<file path="src/rtl/pipe_pkg.sv">
// Shared pipeline definitions for the MEM stage.
// Holds the RV32I load/store funct3 encodings, the fault-cause codes
// reported into MEM/WB, the LSU bus FSM state type and the MEM/WB
// register bundle.
package pipe_pkg;

  // RV32I load funct3 encodings
  localparam logic [2:0] LB  = 3'b000;
  localparam logic [2:0] LH  = 3'b001;
  localparam logic [2:0] LW  = 3'b010;
  localparam logic [2:0] LBU = 3'b100;
  localparam logic [2:0] LHU = 3'b101;

  // RV32I store funct3 encodings
  localparam logic [2:0] SB  = 3'b000;
  localparam logic [2:0] SH  = 3'b001;
  localparam logic [2:0] SW  = 3'b010;

  // Fault causes carried alongside the MEM/WB entry
  localparam logic [1:0] FAULT_NONE     = 2'b00;
  localparam logic [1:0] FAULT_MISALIGN = 2'b01;
  localparam logic [1:0] FAULT_TIMEOUT  = 2'b10;
  localparam logic [1:0] FAULT_ILLEGAL  = 2'b11;

  // Data-bus handshake state
  typedef enum logic {
    ST_IDLE = 1'b0,
    ST_WAIT = 1'b1
  } lsu_state_e;

  // Everything the MEM/WB pipeline register carries to writeback
  typedef struct packed {
    logic [4:0]  rd;
    logic        regWrite;
    logic        memToReg;
    logic [31:0] aluResult;
    logic [31:0] memData;
    logic        fault;
    logic [1:0]  cause;
  } memwb_t;

endpackage

</file>
<file path="src/rtl/lsu_align.sv">
// Combinational byte-lane logic for the load/store unit.
// Ports:
//   addrLow_i    - effective address bits [1:0]
//   funct3_i     - RV32I access width/sign encoding
//   isStore_i    - 1 selects store legality rules, 0 load rules
//   rs2_i        - store source data
//   rdata_i      - word read from the data bus
//   misaligned_o - access crosses its natural alignment
//   illegal_o    - funct3 not a legal encoding for this access type
//   wstrb_o      - byte enables for a store
//   wdata_o      - store data replicated across all lanes it may hit
//   loadData_o   - load data shifted down and sign/zero extended
module lsu_align
  import pipe_pkg::*;
(
  input  logic [1:0]  addrLow_i,
  input  logic [2:0]  funct3_i,
  input  logic        isStore_i,
  input  logic [31:0] rs2_i,
  input  logic [31:0] rdata_i,
  output logic        misaligned_o,
  output logic        illegal_o,
  output logic [3:0]  wstrb_o,
  output logic [31:0] wdata_o,
  output logic [31:0] loadData_o
);

  logic [31:0] shifted;

  // Width lives in funct3[1:0]; 11 never names a width, so it is
  // illegal for both directions and alignment is moot there.
  always_comb begin
    if (isStore_i) begin
      illegal_o = funct3_i[2] || (funct3_i[1:0] == 2'b11);
    end else begin
      illegal_o = (funct3_i[1:0] == 2'b11) || (funct3_i == 3'b110);
    end
    case (funct3_i[1:0])
      2'b01:   misaligned_o = addrLow_i[0];
      2'b10:   misaligned_o = (addrLow_i != 2'b00);
      default: misaligned_o = 1'b0;
    endcase
  end

  // Replicating the data lets the strobe alone pick the target lane.
  always_comb begin
    case (funct3_i[1:0])
      2'b00: begin
        wstrb_o = 4'b0001 << addrLow_i;
        wdata_o = {4{rs2_i[7:0]}};
      end
      2'b01: begin
        wstrb_o = 4'b0011 << {addrLow_i[1], 1'b0};
        wdata_o = {2{rs2_i[15:0]}};
      end
      default: begin
        wstrb_o = 4'b1111;
        wdata_o = rs2_i;
      end
    endcase
  end

  // Bring the addressed byte/halfword down to bit 0, then extend.
  always_comb begin
    shifted = rdata_i >> {addrLow_i, 3'b000};
    case (funct3_i)
      LB:      loadData_o = {{24{shifted[7]}}, shifted[7:0]};
      LH:      loadData_o = {{16{shifted[15]}}, shifted[15:0]};
      LBU:     loadData_o = {24'h0, shifted[7:0]};
      LHU:     loadData_o = {16'h0, shifted[15:0]};
      default: loadData_o = rdata_i;
    endcase
  end

endmodule

</file>
<file path="src/rtl/mem_stage_lsu.sv">
// MEM-stage load/store unit.
// Turns the EX/MEM instruction into a valid/ready data-bus request,
// stalls the front of the pipeline while the bus is busy, aborts after
// TIMEOUT_CYCLES unacknowledged request cycles, and registers MEM/WB.
// Ports:
//   clk, reset           - clock, synchronous active-high reset
//   *_m                  - EX/MEM pipeline register outputs
//   dmem_*               - data bus (req/we/addr/wdata/wstrb out, ready/rdata in)
//   mem_stall            - hold EX/MEM and all earlier stages
//   *_w, fault_*_w       - MEM/WB pipeline register outputs
module mem_stage_lsu
  import pipe_pkg::*;
#(
  parameter int unsigned TIMEOUT_CYCLES = 16
) (
  input  logic        clk,
  input  logic        reset,
  input  logic [31:0] alu_result_m,
  input  logic [31:0] rs2_m,
  input  logic [4:0]  rd_m,
  input  logic        RegWrite_m,
  input  logic        MemRead_m,
  input  logic        MemWrite_m,
  input  logic        MemToReg_m,
  input  logic [2:0]  funct3_m,
  output logic        dmem_req,
  output logic        dmem_we,
  output logic [31:0] dmem_addr,
  output logic [31:0] dmem_wdata,
  output logic [3:0]  dmem_wstrb,
  input  logic        dmem_ready,
  input  logic [31:0] dmem_rdata,
  output logic        mem_stall,
  output logic [31:0] alu_result_w,
  output logic [31:0] mem_data_w,
  output logic [4:0]  rd_w,
  output logic        RegWrite_w,
  output logic        MemToReg_w,
  output logic        fault_w,
  output logic [1:0]  fault_cause_w
);

  localparam int CntW = $clog2(TIMEOUT_CYCLES + 1);
  // Counter value seen on the final permitted request cycle
  localparam logic [CntW-1:0] CntLast = CntW'(TIMEOUT_CYCLES - 1);

  lsu_state_e      state_q, state_d;
  logic [CntW-1:0] cnt_q, cnt_d;
  memwb_t          memwb_q, memwb_d;

  logic        access, isLoad, faultHit;
  logic        misaligned, illegal;
  logic [1:0]  faultCause;
  logic [3:0]  alignWstrb;
  logic [31:0] alignWdata, loadData;
  logic        reqValid, abort, memStall;

  // Read and write both set is treated as a store.
  assign access = MemRead_m | MemWrite_m;
  assign isLoad = MemRead_m & ~MemWrite_m;

  lsu_align u_align (
    .addrLow_i    (alu_result_m[1:0]),
    .funct3_i     (funct3_m),
    .isStore_i    (MemWrite_m),
    .rs2_i        (rs2_m),
    .rdata_i      (dmem_rdata),
    .misaligned_o (misaligned),
    .illegal_o    (illegal),
    .wstrb_o      (alignWstrb),
    .wdata_o      (alignWdata),
    .loadData_o   (loadData)
  );

  assign faultHit   = access & (misaligned | illegal);
  assign faultCause = illegal ? FAULT_ILLEGAL : FAULT_MISALIGN;

  // State and wait-cycle counter registers
  always_ff @(posedge clk) begin
    if (reset) begin
      state_q <= ST_IDLE;
      cnt_q   <= '0;
    end else begin
      state_q <= state_d;
      cnt_q   <= cnt_d;
    end
  end

  // Stay in WAIT exactly while the stage is stalled on the bus; ready,
  // abort or a withdrawn request all return to IDLE. The counter only
  // runs on stalled cycles, so it is zero whenever IDLE is entered.
  always_comb begin
    state_d = state_q;
    case (state_q)
      ST_IDLE: if (memStall)  state_d = ST_WAIT;
      ST_WAIT: if (!memStall) state_d = ST_IDLE;
      default: state_d = ST_IDLE;
    endcase
    cnt_d = memStall ? cnt_q + 1'b1 : '0;
  end

  // Request/abort/stall. Reset masks the request so the slave never sees
  // a stale instruction. When ready lands on the timeout cycle, ready wins.
  always_comb begin
    reqValid = access & ~faultHit & ~reset;
    abort    = reqValid & ~dmem_ready & (cnt_q == CntLast);
    memStall = reqValid & ~dmem_ready & ~abort;
  end

  assign dmem_req   = reqValid;
  assign dmem_we    = reqValid & MemWrite_m;
  assign dmem_addr  = reset ? 32'h0 : {alu_result_m[31:2], 2'b00};
  assign dmem_wdata = reset ? 32'h0 : alignWdata;
  assign dmem_wstrb = (reqValid & MemWrite_m) ? alignWstrb : 4'b0000;
  assign mem_stall  = memStall;

  // MEM/WB next value: bubble while stalled so WB never writes twice,
  // bubble plus cause on a fault or abort, otherwise the instruction.
  always_comb begin
    memwb_d = '0;
    if (memStall) begin
      memwb_d = '0;
    end else if (abort) begin
      memwb_d.fault = 1'b1;
      memwb_d.cause = FAULT_TIMEOUT;
    end else if (faultHit) begin
      memwb_d.fault = 1'b1;
      memwb_d.cause = faultCause;
    end else begin
      memwb_d.rd        = rd_m;
      memwb_d.regWrite  = RegWrite_m;
      memwb_d.memToReg  = MemToReg_m;
      memwb_d.aluResult = alu_result_m;
      memwb_d.memData   = isLoad ? loadData : 32'h0;
      memwb_d.cause     = FAULT_NONE;
    end
  end

  // MEM/WB pipeline register
  always_ff @(posedge clk) begin
    if (reset) begin
      memwb_q <= '0;
    end else begin
      memwb_q <= memwb_d;
    end
  end

  assign alu_result_w  = memwb_q.aluResult;
  assign mem_data_w    = memwb_q.memData;
  assign rd_w          = memwb_q.rd;
  assign RegWrite_w    = memwb_q.regWrite;
  assign MemToReg_w    = memwb_q.memToReg;
  assign fault_w       = memwb_q.fault;
  assign fault_cause_w = memwb_q.cause;

endmodule

</file>
<file path="config.mk">
export PLATFORM = sky130hd
export DESIGN_NAME = mem_stage_lsu
export DESIGN_NICKNAME = d
export VERILOG_FILES = /design/src/rtl/pipe_pkg.sv /design/src/rtl/lsu_align.sv /design/src/rtl/mem_stage_lsu.sv
export SDC_FILE = /design/constraint.sdc
export NUM_CORES = 1
export LEC_CHECK = 0
export BUFFER_PORTS_ARGS = -buffer_cell sky130_fd_sc_hd__buf_2
export CAP_MARGIN = 10
export CORE_MARGIN = 3
export CORE_UTILIZATION = 30
export DETAILED_ROUTE_END_ITERATION = 10
export PLACE_DENSITY_LB_ADDON = 0.05
export SETUP_SLACK_MARGIN = 0.4
export SYNTH_ARGS = -nofsm -noshare
export SYNTH_HDL_FRONTEND = slang
export SYNTH_SLANG_ARGS = --single-unit
</file>
<file path="constraint.sdc">
create_clock -name clk -period 6.7 [get_ports clk]
set_input_delay 1.34 -clock clk [delete_from_list [all_inputs] [get_ports clk]]
set_output_delay 1.34 -clock clk [all_outputs]
set_load 0.02 [all_outputs]
</file>
# After elaboration in Yosys (flattened, before gate mapping)
# Index checks and enable logic that the tools add are counted.
[word_totals] elab_cells=60 register_bits=79 inputBits=111
[op_classes] bitwise=17 n_reduce_logical=10 n_addsub=1 eq_ne=8 shifts=3 muxes=12
[op_table] cell="$pmux 32 s4" count=1
[op_table] cell="$mux 32" count=2
[op_table] cell="$pmux 32 s2" count=1
[op_table] cell="$shr 32x5->16" count=1
[op_table] cell="$eq 3x3->1 const B" count=3
[op_table] cell="$and 1x1->1" count=8
[op_table] cell="$pmux 4 s2" count=1
[op_table] cell="$reduce_or 4->1" count=2
[op_table] cell="$not 1->1" count=7
[op_table] cell="$add 5x1->5 const B" count=1
[op_table] cell="$eq 5x4->1 const B" count=1
[op_table] cell="$reduce_or 5->1" count=1
[op_table] cell="$eq 2x2->1 const B" count=2
[op_table] cell="$mux 2" count=2
[op_table] cell="$mux 4" count=1
[op_table] cell="$reduce_or 2->1" count=2
[op_table] cell="$shl 1x2->4 const A" count=1
[op_table] cell="$shl 2x2->4 const A" count=1
[op_table] cell="$eq 3x1->1 const B" count=1
[op_table] cell="$logic_not 3->1" count=1
[op_table] cell="$mux 3" count=1
[op_table] cell="$eq 2x1->1 const B" count=1
[op_table] cell="$logic_not 2->1" count=1
[op_table] cell="$logic_or 1x1->1" count=2
[op_table] cell="4 further kinds" count=6

# Logic depth before layout (Yosys ltp)
[logic_depth] depth_word=14 depth_mapped=9 depth_no_buf=7

# Hierarchy
# A second synthesis with hierarchy kept.
[hier_totals] hier_cells=475 area_unflattened_um2=4053.9
[by_module_without_submodules] mod="mem_stage_lsu" instances=1 area_each_um2=2720.1 seq_area_each_um2=1581.5 cells_per_inst=265
[by_module_without_submodules] mod="lsu_align" instances=1 area_each_um2=1333.8 seq_area_each_um2=0.0 cells_per_inst=210

# Least setup slack after synthesis
# Ideal clock, no wire load.
[synth_timing] path_type="input to output" from="in funct3_m[1]" to="out mem_stall" t_required_ns=5.360 arrival_ns=3.191 cell_stages=8 path_slack_ns=2.169 cell_sequence="inv_1 > ha_1 > buf_6 > o211a_1 > or4_4 > or4_1 > clkbuf_1 > inv_1"
[synth_via] elab_chain_cells=12
[synth_lines] item="start, declared" line_no="mem_stage_lsu.sv:25" text="input logic [2:0] funct3_m,"
[synth_lines] item="$eq 3x3->1 / $eq 2x2->1 (equally long branches)" line_no="lsu_align.sv:36, lsu_align.sv:34"
[synth_lines] item="$logic_or 1x1->1, on equally long branches" line_no="lsu_align.sv:36, lsu_align.sv:34"
[synth_lines] item="$mux 1" line_no="lsu_align.sv:33" text="if (isStore_i) begin"
[synth_lines] item="$or 1x1->1 (*)" line_no="mem_stage_lsu.sv:75" text="assign faultHit = access & (misaligned | illegal);"
[synth_lines] item="$and 1x1->1 (*)" line_no="mem_stage_lsu.sv:75"
[synth_lines] item="$not 1->1 (no line) (*)"
[synth_lines] item="$and 1x1->1 (*) (2 in series)" line_no="mem_stage_lsu.sv:105" text="reqValid = access & ~faultHit & ~reset;"
[synth_lines] item="$and 1x1->1 (*)" line_no="mem_stage_lsu.sv:106, mem_stage_lsu.sv:107"
[synth_lines] item="$and 1x1->1" line_no="mem_stage_lsu.sv:106" text="abort = reqValid & ~dmem_ready & (cnt_q == CntLast);"
[synth_lines] item="$not 1->1" line_no="mem_stage_lsu.sv:107" text="memStall = reqValid & ~dmem_ready & ~abort;"
[synth_lines] item="$and 1x1->1 (*)" line_no="mem_stage_lsu.sv:107"
[synth_lines] item="end, declared" line_no="mem_stage_lsu.sv:33" text="output logic mem_stall,"
# Every way passes the cells marked *; elsewhere a longest branch is shown, timed or not.

# Worst setup path in the final report
[layout_timing] from="in funct3_m[1]" to="out dmem_wstrb[2]"
[layout_via] elab_chain_cells=10
[layout_lines] item="$eq 3x3->1 / $eq 2x2->1 (equally long branches)" line_no="lsu_align.sv:36, lsu_align.sv:34"
[layout_lines] item="$logic_or 1x1->1, on equally long branches" line_no="lsu_align.sv:36, lsu_align.sv:34"
[layout_lines] item="$mux 1" line_no="lsu_align.sv:33"
[layout_lines] item="$or 1x1->1" line_no="mem_stage_lsu.sv:75"
[layout_lines] item="$and 1x1->1" line_no="mem_stage_lsu.sv:75"
[layout_lines] item="$not 1->1 (no line)"
[layout_lines] item="$and 1x1->1 (2 in series)" line_no="mem_stage_lsu.sv:105"
[layout_lines] item="$and 1x1->1" line_no="mem_stage_lsu.sv:114" text="assign dmem_wstrb = (reqValid & MemWrite_m) ? alignWstrb : 4'b0000;"
[layout_lines] item="$mux 4 (*)" line_no="mem_stage_lsu.sv:114"
[layout_lines] item="end, declared" line_no="mem_stage_lsu.sv:30" text="output logic [3:0] dmem_wstrb,"
# Marked as above.

==> impl_metrics.yaml <==
yosys:
  yosysTopAreaCell: "sky130_fd_sc_hd__dfxtp_1"
  number_of_cells_produced_by_synthesis: 430
  synth.top_cell.area_share: 0.440
  synth.distinct_cells: 41
  synth-seq-cells: 79
  avgSynthCellArea_um2: 8.36
  largest_cells_by_area_after_synthesis: "sky130_fd_sc_hd__dfxtp_1 44%, sky130_fd_sc_hd__nor2b_1 12%, sky130_fd_sc_hd__nand2_1 7.9%"
  synth-warning-count: 0
  synthesis.area_um2: 3600
  synth_sequential_area_ratio: 0.440
critical_path:
  required_ps: 5360
  max_stage_delay_ps: 770
  timing.critical_path.arrival_ps: 3730
  timing.critical_path.cells: "buf_2 > inv_1 > ha_1 > buf_4 > o211a_1 > nor4_1 > nand3_1 > a21oi_1 > buf_2"
  timing.critical_path.to_type: "primary output"
  worstPathBufferInverterCount: 4
  timing.critical_path.fanout_max: 26
  critical_path.slowest_cell: "sky130_fd_sc_hd__nor4_1"
  critical_path.most_common_cell: "sky130_fd_sc_hd__buf_2"
  critPathTopFamily: "simple AND/OR/NAND/NOR gates"
  critical_path_class: "input pin to primary output"
  crit_path_launch_type: "input pin"
sta:
  fin_setup_tns_ps: 0
  fin_max_slew_vios: 0
  slew_at_the_pin_closest_to_its_max_slew_limit_ps: 971
  timing.slew.headroom: 0.352
  rsz0062_at_grt: "false"
  setup_skew_ps: 1.02
  final-setup-viol-count: 0
  fin_crit_sh: 0.757
  fmax_mhz: 197
  final.min_clock_period_ps: 5070
  report.final.hold_viol_count: 0
finish:
  synthToLayoutAreaGrowth_pct: 45.8
  number_of_nets_in_the_finished_design: 778
  n_antenna_cell: 0
  layout.filler_cells: 1204
  post-route-cell-area_um2: 5240
  post_route_cells_drive_above_1_share: 0.426
power_and_ir_drop:
  power.total_mw: 1.29
  internal_power_mw: 0.937
  seq_power_share: 0.378
  power.net_switching_mw: 0.354
  combPwrFrac: 0.187
  power.leakage_nw: 2.72
  pwr_density_cell_nw_per_um2: 246
  clock_power_share: 0.435
  worst_ir_drop_vdd_uv: 109
  sw_frac_of_total: 0.274
global_route:
  global_route_wire_length_before_repair_um: 18700
  groute.usage.overall: 0.184
  grt_overflow: 0
  initial_antenna_violation_count: 0
  pin_count_of_the_biggest_net_entering_global_routing: 73
  grt_pass1_vias: 3687
route:
  drc_errors: 0
  dr.pass1.iters: 4
  ant_nets: 0
  vias_per_cell: 4.85
  route.vias.total: 3923
  drt-initial-drc-count: 145
  routed_wirelength_um: 12900
  wl_per_cell_um: 16.0
floorplanning:
  die_h_um: 115
  std_cell_rows: 39
  initial_utilization: 0.311
  dieArea_um2: 13300
  core_region_area_um2: 11600
  horizontal_die_dimension_um: 115
  io-pin-count: 256
cts:
  clk_path_buf_depth: 2
  clk_latency_ps: 330
  cts_num_sinks: 79
  cts.clk_slew.worst_paths_ps: 60
  postCtsHoldBufs: 0
  cts_post_setup_buffers_inserted: 0
  clockRootBuffer: "sky130_fd_sc_hd__clkbuf_16"
  post_cts_resized: 0
  cts_tree: "yes"
  htreeDepth: 3
  numCtsBuffers: 9
flow_run:
  timing.max_cap.violations: 0
worst_hold_path:
  min-delay-path-class: "flop to flop"
place:
  port_buffers: 253
  dp_hpwl_um: 9920
  placed_cell_area_um2: 4900
  gp_congestion: 0.876
status:
  result_of_the_run: "completed"
-- power groups by stage --
stage	Combinational [mW]	Clock, mW	Sequential (mW)
2_1_floorplan	0.126	0	0.517
3_3_place_gp	0.244	0	0.498
3_5_place_dp	0.244	0	0.498
4_1_cts	0.244	0.579	0.488
5_1_grt	0.264	0.597	0.489
6_report	0.242	0.562	0.488
-- cell families after synthesis --
logic type | share of synthesized area
buffers and inverters | 0.0605
AND/OR/NAND/NOR | 0.276
multiplexers | 0.0376
AO/OA/AOI/OAI | 0.160
adder cells (fa/ha/maj) | 0.0209
XOR/XNOR | 0.00487
flip-flops | 0.440
other | 0.00104
-- layout by cell type, fill, tap and decap left out, drive strengths merged --
cell type / Yosys / routed
a211oi: 6 / 6
a21o: 1 / 1
a21oi: 30 / 30
a22o: 4 / 4
a22oi: 5 / 5
a2bb2oi: 1 / 1
a31oi: 26 / 26
a32oi: 2 / 2
and3: 2 / 2
buf: 14 / 256
bufinv: 0 / 3
clkbuf: 23 / 9
clkinv: 0 / 2
clkinvlp: 0 / 1
conb: 1 / 2
dfxtp: 79 / 79
ha: 6 / 6
inv: 9 / 10
mux2: 2 / 2
mux2i: 9 / 9
mux4: 1 / 1
nand2: 76 / 76
nand2b: 2 / 2
nand3: 2 / 2
nand3b: 3 / 3
nor2: 21 / 21
nor2b: 71 / 71
nor3: 3 / 3
nor3b: 9 / 9
nor4: 1 / 1
o211a: 1 / 1
o21a: 1 / 1
o21ai: 10 / 10
o21bai: 1 / 1
o22ai: 1 / 1
o2bb2ai: 1 / 1
or2: 1 / 1
or4: 3 / 3
xnor2: 1 / 1
xor2: 1 / 1
-- layer usage --
| layer | track usage | up-vias | part of all wire |
|---|---|---|---|
| met5 | 0 | - | 0 |
| met4 | 0.0798 | 0 | 0.028 |
| met3 | 0.0663 | 22 | 0.090 |
| met2 | 0.315 | 175 | 0.50 |
| met1 | 0.205 | 1811 | 0.38 |
| li1 | - | 1915 | - |
-- per-stage QoR --
stage | cells | hold slack (ps) | setup WS, ps | util
after floorplan | 431 | 418 | 2170 | -
after global placement | 793 | 437 | 1760 | 0.423
after detailed placement | 793 | 442 | 1640 | 0.423
after CTS | 809 | 454 | 1650 | 0.453
after global routing | 809 | 477 | 1420 | 0.453
final | 809 | 449 | 1630 | 0.453
-- cell type report --
cell class / instances / area, um2 / share of cell area
Inverter: 9 / 33.8 / 0.00644
Sequential cell: 79 / 1580 / 0.302
Timing Repair Buffer: 256 / 1290 / 0.246
Clock inverter: 7 / 120 / 0.0229
Multi-Input combinational cell: 306 / 1810 / 0.346
Tap cell: 143 / 179 / 0.0341
Clock buffer: 9 / 225 / 0.0430
-- worst paths after layout --
path / startpoint / depth (start not counted) / to / slack, ps
max reg2reg: cnt_q[0] / 5 / cnt_q[2] / 4920
min: cnt_q[0] / 1 / cnt_q[0] / 450
min reg2reg: cnt_q[0] / 1 / cnt_q[0] / 450
max: funct3_m[1] / 9 / dmem_wstrb[2] / 1630
-- state kept, by name, summed over array words and instances, names as in the netlist --
name / count
fault_cause_w: 2
mem_data_w: 32
rd_w: 5
RegWrite_w: 1
cnt_q: 5
MemToReg_w: 1
alu_result_w: 32
fault_w: 1
-- synth_stat cells --
library cell,count
sky130_fd_sc_hd__nand2_1,76
sky130_fd_sc_hd__buf_6,5
sky130_fd_sc_hd__buf_1,7
sky130_fd_sc_hd__o211a_1,1
sky130_fd_sc_hd__a211oi_2,4
sky130_fd_sc_hd__nand3b_1,3
sky130_fd_sc_hd__buf_4,2
sky130_fd_sc_hd__mux2_2,2
sky130_fd_sc_hd__nor2_1,21
sky130_fd_sc_hd__a22o_1,4
sky130_fd_sc_hd__xor2_1,1
sky130_fd_sc_hd__o2bb2ai_1,1
sky130_fd_sc_hd__or4_1,1
sky130_fd_sc_hd__nand3_1,2
sky130_fd_sc_hd__o21bai_1,1
sky130_fd_sc_hd__nor2b_1,71
sky130_fd_sc_hd__a21o_1,1
sky130_fd_sc_hd__clkbuf_1,23
sky130_fd_sc_hd__mux4_2,1
sky130_fd_sc_hd__inv_1,9
sky130_fd_sc_hd__nand2b_1,2
sky130_fd_sc_hd__o21ai_0,10
sky130_fd_sc_hd__a211oi_1,2
sky130_fd_sc_hd__and3_1,2
sky130_fd_sc_hd__a31oi_1,26
sky130_fd_sc_hd__a21oi_1,30
sky130_fd_sc_hd__mux2i_1,9
sky130_fd_sc_hd__o21a_1,1
sky130_fd_sc_hd__a32oi_1,2
sky130_fd_sc_hd__nor3_1,3
sky130_fd_sc_hd__a2bb2oi_1,1
sky130_fd_sc_hd__or2_2,1
sky130_fd_sc_hd__o22ai_1,1
sky130_fd_sc_hd__or4_4,2
sky130_fd_sc_hd__nor4_1,1
sky130_fd_sc_hd__nor3b_1,9
sky130_fd_sc_hd__dfxtp_1,79
sky130_fd_sc_hd__xnor2_1,1
sky130_fd_sc_hd__conb_1,1
sky130_fd_sc_hd__ha_1,6
sky130_fd_sc_hd__a22oi_1,5
(Power assumes the default switching activity.)
